`src/rtl/mc_ctrl_pkg.sv`:
```
// Shared types and encodings for the RV32I multicycle control unit.
// Every datapath select value used by the FSM and the top level is defined here.
package mc_ctrl_pkg;

  typedef enum logic [3:0] {
    S_FETCH    = 4'd0,
    S_DECODE   = 4'd1,
    S_MEMADR   = 4'd2,
    S_MEMREAD  = 4'd3,
    S_MEMWB    = 4'd4,
    S_MEMWRITE = 4'd5,
    S_EXECUTER = 4'd6,
    S_EXECUTEI = 4'd7,
    S_ALUWB    = 4'd8,
    S_BEQ      = 4'd9,
    S_JAL      = 4'd10,
    S_ILLEGAL  = 4'd11
  } state_t;

  localparam logic [6:0] OP_LOAD   = 7'b0000011;
  localparam logic [6:0] OP_STORE  = 7'b0100011;
  localparam logic [6:0] OP_RTYPE  = 7'b0110011;
  localparam logic [6:0] OP_ITYPE  = 7'b0010011;
  localparam logic [6:0] OP_BRANCH = 7'b1100011;
  localparam logic [6:0] OP_JAL    = 7'b1101111;

  localparam logic [1:0] RES_ALUOUT    = 2'b00;
  localparam logic [1:0] RES_DATA      = 2'b01;
  localparam logic [1:0] RES_ALURESULT = 2'b10;

  localparam logic [1:0] SRCA_PC    = 2'b00;
  localparam logic [1:0] SRCA_OLDPC = 2'b01;
  localparam logic [1:0] SRCA_RS1   = 2'b10;

  localparam logic [1:0] SRCB_RS2  = 2'b00;
  localparam logic [1:0] SRCB_IMM  = 2'b01;
  localparam logic [1:0] SRCB_FOUR = 2'b10;

  localparam logic [1:0] ALUOP_ADD   = 2'b00;
  localparam logic [1:0] ALUOP_SUB   = 2'b01;
  localparam logic [1:0] ALUOP_FUNCT = 2'b10;

  localparam logic [1:0] IMM_I = 2'b00;
  localparam logic [1:0] IMM_S = 2'b01;
  localparam logic [1:0] IMM_B = 2'b10;
  localparam logic [1:0] IMM_J = 2'b11;

  // Raw per-state controls; enables are gated by reset at the top level.
  typedef struct packed {
    logic       pc_update;
    logic       branch;
    logic       adr_src;
    logic       mem_write;
    logic       ir_write;
    logic       reg_write;
    logic       retire;
    logic       illegal;
    logic [1:0] result_src;
    logic [1:0] alu_src_a;
    logic [1:0] alu_src_b;
    logic [1:0] alu_op;
  } ctrl_t;

  function automatic logic [1:0] imm_sel(input logic [6:0] op);
    case (op)
      OP_STORE:  return IMM_S;
      OP_BRANCH: return IMM_B;
      OP_JAL:    return IMM_J;
      default:   return IMM_I;
    endcase
  endfunction

endpackage

```
`src/rtl/mc_mainfsm.sv`:
```
// Main Moore FSM of the multicycle controller: state register, next-state
// logic and per-state control decode.
module mc_mainfsm
  import mc_ctrl_pkg::*;
(
  input  logic       clk,
  input  logic       reset,
  input  logic [6:0] op,
  input  logic       mem_ok,
  output ctrl_t      ctrl
);

  state_t state_q;
  state_t state_d;

  always_ff @(posedge clk or negedge reset) begin
    if (!reset) state_q <= S_FETCH;
    else        state_q <= state_d;
  end

  always_comb begin
    state_d = state_q;
    case (state_q)
      S_FETCH:    if (mem_ok) state_d = S_DECODE;
      S_DECODE: begin
        case (op)
          OP_LOAD, OP_STORE: state_d = S_MEMADR;
          OP_RTYPE:          state_d = S_EXECUTER;
          OP_ITYPE:          state_d = S_EXECUTEI;
          OP_BRANCH:         state_d = S_BEQ;
          OP_JAL:            state_d = S_JAL;
          default:           state_d = S_ILLEGAL;
        endcase
      end
      S_MEMADR:   state_d = (op == OP_LOAD) ? S_MEMREAD : S_MEMWRITE;
      S_MEMREAD:  if (mem_ok) state_d = S_MEMWB;
      S_MEMWB:    state_d = S_FETCH;
      S_MEMWRITE: if (mem_ok) state_d = S_FETCH;
      S_EXECUTER: state_d = S_ALUWB;
      S_EXECUTEI: state_d = S_ALUWB;
      S_ALUWB:    state_d = S_FETCH;
      S_BEQ:      state_d = S_FETCH;
      S_JAL:      state_d = S_ALUWB;
      S_ILLEGAL:  state_d = S_ILLEGAL;
      default:    state_d = S_FETCH;
    endcase
  end

  // The store strobe stays up for the whole MEMWRITE stay; only retire waits for ready.
  always_comb begin
    ctrl = '0;
    case (state_q)
      S_FETCH: begin
        ctrl.alu_src_a  = SRCA_PC;
        ctrl.alu_src_b  = SRCB_FOUR;
        ctrl.alu_op     = ALUOP_ADD;
        ctrl.result_src = RES_ALURESULT;
        ctrl.ir_write   = mem_ok;
        ctrl.pc_update  = mem_ok;
      end
      S_DECODE: begin
        ctrl.alu_src_a = SRCA_OLDPC;
        ctrl.alu_src_b = SRCB_IMM;
        ctrl.alu_op    = ALUOP_ADD;
      end
      S_MEMADR: begin
        ctrl.alu_src_a = SRCA_RS1;
        ctrl.alu_src_b = SRCB_IMM;
        ctrl.alu_op    = ALUOP_ADD;
      end
      S_MEMREAD: begin
        ctrl.adr_src    = 1'b1;
        ctrl.result_src = RES_ALUOUT;
      end
      S_MEMWB: begin
        ctrl.result_src = RES_DATA;
        ctrl.reg_write  = 1'b1;
        ctrl.retire     = 1'b1;
      end
      S_MEMWRITE: begin
        ctrl.adr_src    = 1'b1;
        ctrl.result_src = RES_ALUOUT;
        ctrl.mem_write  = 1'b1;
        ctrl.retire     = mem_ok;
      end
      S_EXECUTER: begin
        ctrl.alu_src_a = SRCA_RS1;
        ctrl.alu_src_b = SRCB_RS2;
        ctrl.alu_op    = ALUOP_FUNCT;
      end
      S_EXECUTEI: begin
        ctrl.alu_src_a = SRCA_RS1;
        ctrl.alu_src_b = SRCB_IMM;
        ctrl.alu_op    = ALUOP_FUNCT;
      end
      S_ALUWB: begin
        ctrl.result_src = RES_ALUOUT;
        ctrl.reg_write  = 1'b1;
        ctrl.retire     = 1'b1;
      end
      S_BEQ: begin
        ctrl.alu_src_a  = SRCA_RS1;
        ctrl.alu_src_b  = SRCB_RS2;
        ctrl.alu_op     = ALUOP_SUB;
        ctrl.result_src = RES_ALUOUT;
        ctrl.branch     = 1'b1;
        ctrl.retire     = 1'b1;
      end
      S_JAL: begin
        ctrl.alu_src_a  = SRCA_OLDPC;
        ctrl.alu_src_b  = SRCB_FOUR;
        ctrl.alu_op     = ALUOP_ADD;
        ctrl.result_src = RES_ALUOUT;
        ctrl.pc_update  = 1'b1;
      end
      S_ILLEGAL: begin
        ctrl.illegal = 1'b1;
      end
      default: ctrl = '0;
    endcase
  end

endmodule

```
`src/rtl/mc_controller.sv`:
```
// Multicycle control unit top: wraps the main FSM, adds the ImmSrc decoder,
// branch-qualified PCWrite and the reset gating of all write enables.
module mc_controller
  import mc_ctrl_pkg::*;
#(
  parameter bit MEM_WAIT_EN = 1'b1
) (
  input  logic       clk,
  input  logic       reset,
  input  logic [6:0] op,
  input  logic       zero,
  input  logic       mem_ready,
  output logic       PCWrite,
  output logic       AdrSrc,
  output logic       MemWrite,
  output logic       IRWrite,
  output logic [1:0] ResultSrc,
  output logic [1:0] ALUSrcA,
  output logic [1:0] ALUSrcB,
  output logic [1:0] ALUOp,
  output logic [1:0] ImmSrc,
  output logic       RegWrite,
  output logic       retire,
  output logic       illegal
);

  ctrl_t ctrl;
  logic  mem_ok;

  assign mem_ok = MEM_WAIT_EN ? mem_ready : 1'b1;

  mc_mainfsm u_mainfsm (
    .clk    (clk),
    .reset  (reset),
    .op     (op),
    .mem_ok (mem_ok),
    .ctrl   (ctrl)
  );

  // While reset is held the FSM already sits in FETCH, so only the enables need masking.
  assign PCWrite   = reset & (ctrl.pc_update | (ctrl.branch & zero));
  assign IRWrite   = reset & ctrl.ir_write;
  assign MemWrite  = reset & ctrl.mem_write;
  assign RegWrite  = reset & ctrl.reg_write;
  assign retire    = reset & ctrl.retire;

  assign AdrSrc    = ctrl.adr_src;
  assign ResultSrc = ctrl.result_src;
  assign ALUSrcA   = ctrl.alu_src_a;
  assign ALUSrcB   = ctrl.alu_src_b;
  assign ALUOp     = ctrl.alu_op;
  assign illegal   = ctrl.illegal;
  assign ImmSrc    = imm_sel(op);

endmodule

```
`config.mk`:
```
export PLATFORM = sky130hd
export DESIGN_NAME = mc_controller
export DESIGN_NICKNAME = d
export VERILOG_FILES = /design/src/rtl/mc_ctrl_pkg.sv /design/src/rtl/mc_mainfsm.sv /design/src/rtl/mc_controller.sv
export SDC_FILE = /design/constraint.sdc
export NUM_CORES = 1
export LEC_CHECK = 0
export CORE_MARGIN = 1.5
export CORE_UTILIZATION = 39
export DETAILED_ROUTE_END_ITERATION = 6
export GPL_TIMING_DRIVEN = 0
export MAX_ROUTING_LAYER = met4
export PLACE_DENSITY = 0.78
export SLEW_MARGIN = 20
export SYNTH_ARGS = -nofsm -noshare
export SYNTH_HDL_FRONTEND = slang
export SYNTH_SLANG_ARGS = --single-unit
```
`constraint.sdc`:
```
create_clock -name clk -period 2 [get_ports clk]
set_clock_uncertainty 0.2 [all_clocks]
set_input_delay 0.3 -clock clk [delete_from_list [all_inputs] [get_ports clk]]
set_output_delay 0.3 -clock clk [all_outputs]
set_load 0.05 [all_outputs]
```
==> impl_metrics.ini <==
[floorplan]
die_w_um = 41.6
start_util_pct = 43.1
core.rowCount = 13
dieArea_um2 = 1730
core_area_um2 = 1350
die_h_um = 41.6
ioPinCount = 28

[placed_design]
io_buffers = 27
dp.cells = 124
gp_congestion = 0.807
hpwlAfterDp_um = 1350

[cells_and_area]
final_common_cell = buf_4
fin_cells = 140
largest_reg_flops = 4
layout_common_cells = buf_4, buf_6, nor2_1
syn_to_final_growth_pct = 91.8
drive_above_1_share_pct = 48.8
largestRegisters = u_mainfsm.state_q x4
num-fill-cells = 90
largest-register = u_mainfsm.state_q
finish.net_count = 138
n_antenna_cell = 0

[power]
p_switching_w = 0.00114
power.density_nw_per_um2 = 1840
ir_drop_v = 0.00146
p_int_w = 0.000914
p_leak_nw = 0.490
p_comb_share_pct = 86.4
power.share.clock_pct = 5.0
p_seq_share_pct = 8.6
switching_share_pct = 55.6

[setup_path]
worstSetupStartpointType = flip-flop
r2r-end = u_mainfsm.state_q[0]$_DFFE_PN0P_
crit_type = flip-flop to output port
crit_required_ps = 1500
endpoint_kind = output port
reg2reg_from = u_mainfsm.state_q[1]$_DFFE_PN0P_
reg2reg_depth = 6
worstPathMaxFanout = 7
arrival_ps = 1530
worst-r2r-setup-slack_ps = 340

[clock_tree]
h-tree-depth = 1
cts-root-buf = clkbuf_4
cts_made_buffers = 3
clock_path_buffers = 2
cts_tree = done
clock-sinks = 4
cts.clk_slew.worst_paths_ps = 40
clkLatencyLatePin_ps = 240

[route]
detail-route-antenna-nets = 0
post_drt_wl_per_cell_um = 17.2
first_pass_iters = 4
drc = 0
vias = 874
drt_wl_total_um = 2410
vias_per_cell = 6.24
drtIter0Drc = 46

[global_routing]
antenna_found_initial = 0
grt_usage_pct = 23.8
grt_start_max_net_pins = 11
grt_pass1_vias = 680
grt_overflow_total = 0
grt_first_pass_wirelength_um = 3160

[timing]
min_period_over_period_pct = 102
holdWs_ps = 388
totalNegativeSetupSlack_ps = -41.1
fin_crit_ps = 2030
fin_ws_ps = -34.6
fmax_mhz = 492
worstMarginPinSlew_ps = 316
setup_viol = 2
slew_headroom_pct = 78.6
slew_violations = 0
hold_viol = 0
rsz0062_at_grt = yes

[worst_hold_path]
hold_path_class = input port to flip-flop
min_from = op[3]
hold_depth = 3
holdPathEnd = u_mainfsm.state_q[1]$_DFFE_PN0P_

[synth]
yosys_register_bits = 4
async_flop_share_pct = 100
synth_cells = 82
ys_seq_area_share_pct = 17.2
synth_fp_nets = 93
synthFlopType = dfrtp_1
netlist_area_um2 = 582
synth_enable_flop_cells = 0
synthDistinctLibCells = 36
yosys_warnings = 0
syn_avg_cell_area_um2 = 7.10

[run_status]
failed_checks = setup timing
status = complete, but fails checks

[job]
drv_cap = 0
-- worst max path at each step --
stage                                                start      end  slack [ps]
after floorplan           u_mainfsm.state_q[3]$_DFFE_PN0P_  IRWrite        -290
after global placement                           mem_ready  PCWrite        -770
after detailed placement                         mem_ready  PCWrite        -790
after CTS                 u_mainfsm.state_q[3]$_DFFE_PN0P_  PCWrite         -10
after global routing      u_mainfsm.state_q[3]$_DFFE_PN0P_  PCWrite        -110
final                     u_mainfsm.state_q[3]$_DFFE_PN0P_  PCWrite         -30
-- kinds of logic after synthesis --
group           synth area share [%]
compound gates                  21.5
mux                             1.94
xor+xnor                        4.52
buf+inv                         8.17
simple gates                    46.7
flops                           17.2
-- cell type report --
| class | instances | area (um2) | share of cell area, % |
|---|---|---|---|
| plain buffers | 6 | 71.3 | 6.39 |
| clock buffers | 3 | 22.5 | 2.02 |
| inverters | 4 | 17.5 | 1.57 |
| multi-input cells | 68 | 533 | 47.8 |
| flip-flops and latches | 4 | 103 | 9.19 |
| well taps | 15 | 18.8 | 1.68 |
| repair buffers | 40 | 350 | 31.4 |
-- routing by layer --
metal	vias up	part of all wire, %	global-route usage (%)
li1	391	-	-
met1	410	40	29.9
met2	61	47	38.8
met3	12	8.7	6.96
met4	0	3.7	3.23
met5	-	0	-
-- Yosys cell counts (2+ instances only) --
master | number | area share (%)
o21a_1 | 2 | 2.6
nand2b_1 | 4 | 4.3
inv_1 | 3 | 1.9
nor2b_1 | 2 | 2.2
buf_2 | 5 | 4.3
nand4b_1 | 2 | 3.0
nor3b_1 | 2 | 2.6
xor2_1 | 2 | 3.0
a21oi_1 | 3 | 2.6
o22ai_1 | 2 | 2.2
nor2_1 | 11 | 7.1
o211ai_1 | 2 | 2.6
nand2_1 | 6 | 3.9
nor3_2 | 2 | 3.4
nor3_1 | 6 | 5.2
and3_1 | 2 | 2.2
o31ai_1 | 2 | 2.6
nand3_1 | 3 | 2.6
dfrtp_1 | 4 | 17
-- critical path, cell delays in order, from the launching register on --
cell and delay (ps):
dfrtp_2 450, nand2b_4 170, o21a_1 200, o22ai_1 150, and3_1 180, buf_6 160
-- repair_timing --
action,in CTS,in global routing
hold buffers,1,0
endpoints found under the setup margin,17,11
endpoints found under the hold margin,4,0
resized for setup,114,19
buffers inserted,0,10
gates cloned,0,2
pin swaps,3,4
-- through the flow --
step	power [W]	worst slack (ps)	instance area, um2	util [%]
after floorplan	0.00119	-290	632	-
after global placement	0.00154	-768	921	68.2
after detailed placement	0.00156	-787	921	68.2
after CTS	0.00171	-11.2	968	71.7
after global routing	0.00214	-107	1120	82.7
final	0.00206	-34.6	1120	82.7
-- power groups by stage --
stage	clock, W	combinational [W]	sequential (W)
finish	0.000103	0.00178	0.000178
global route	0.000115	0.00184	0.000186
CTS	0.000106	0.00143	0.000170
detailed placement	0	0.00140	0.000154
global placement	0	0.00138	0.000153
floorplan	0	0.00104	0.000147
(Power assumes the default switching activity.)
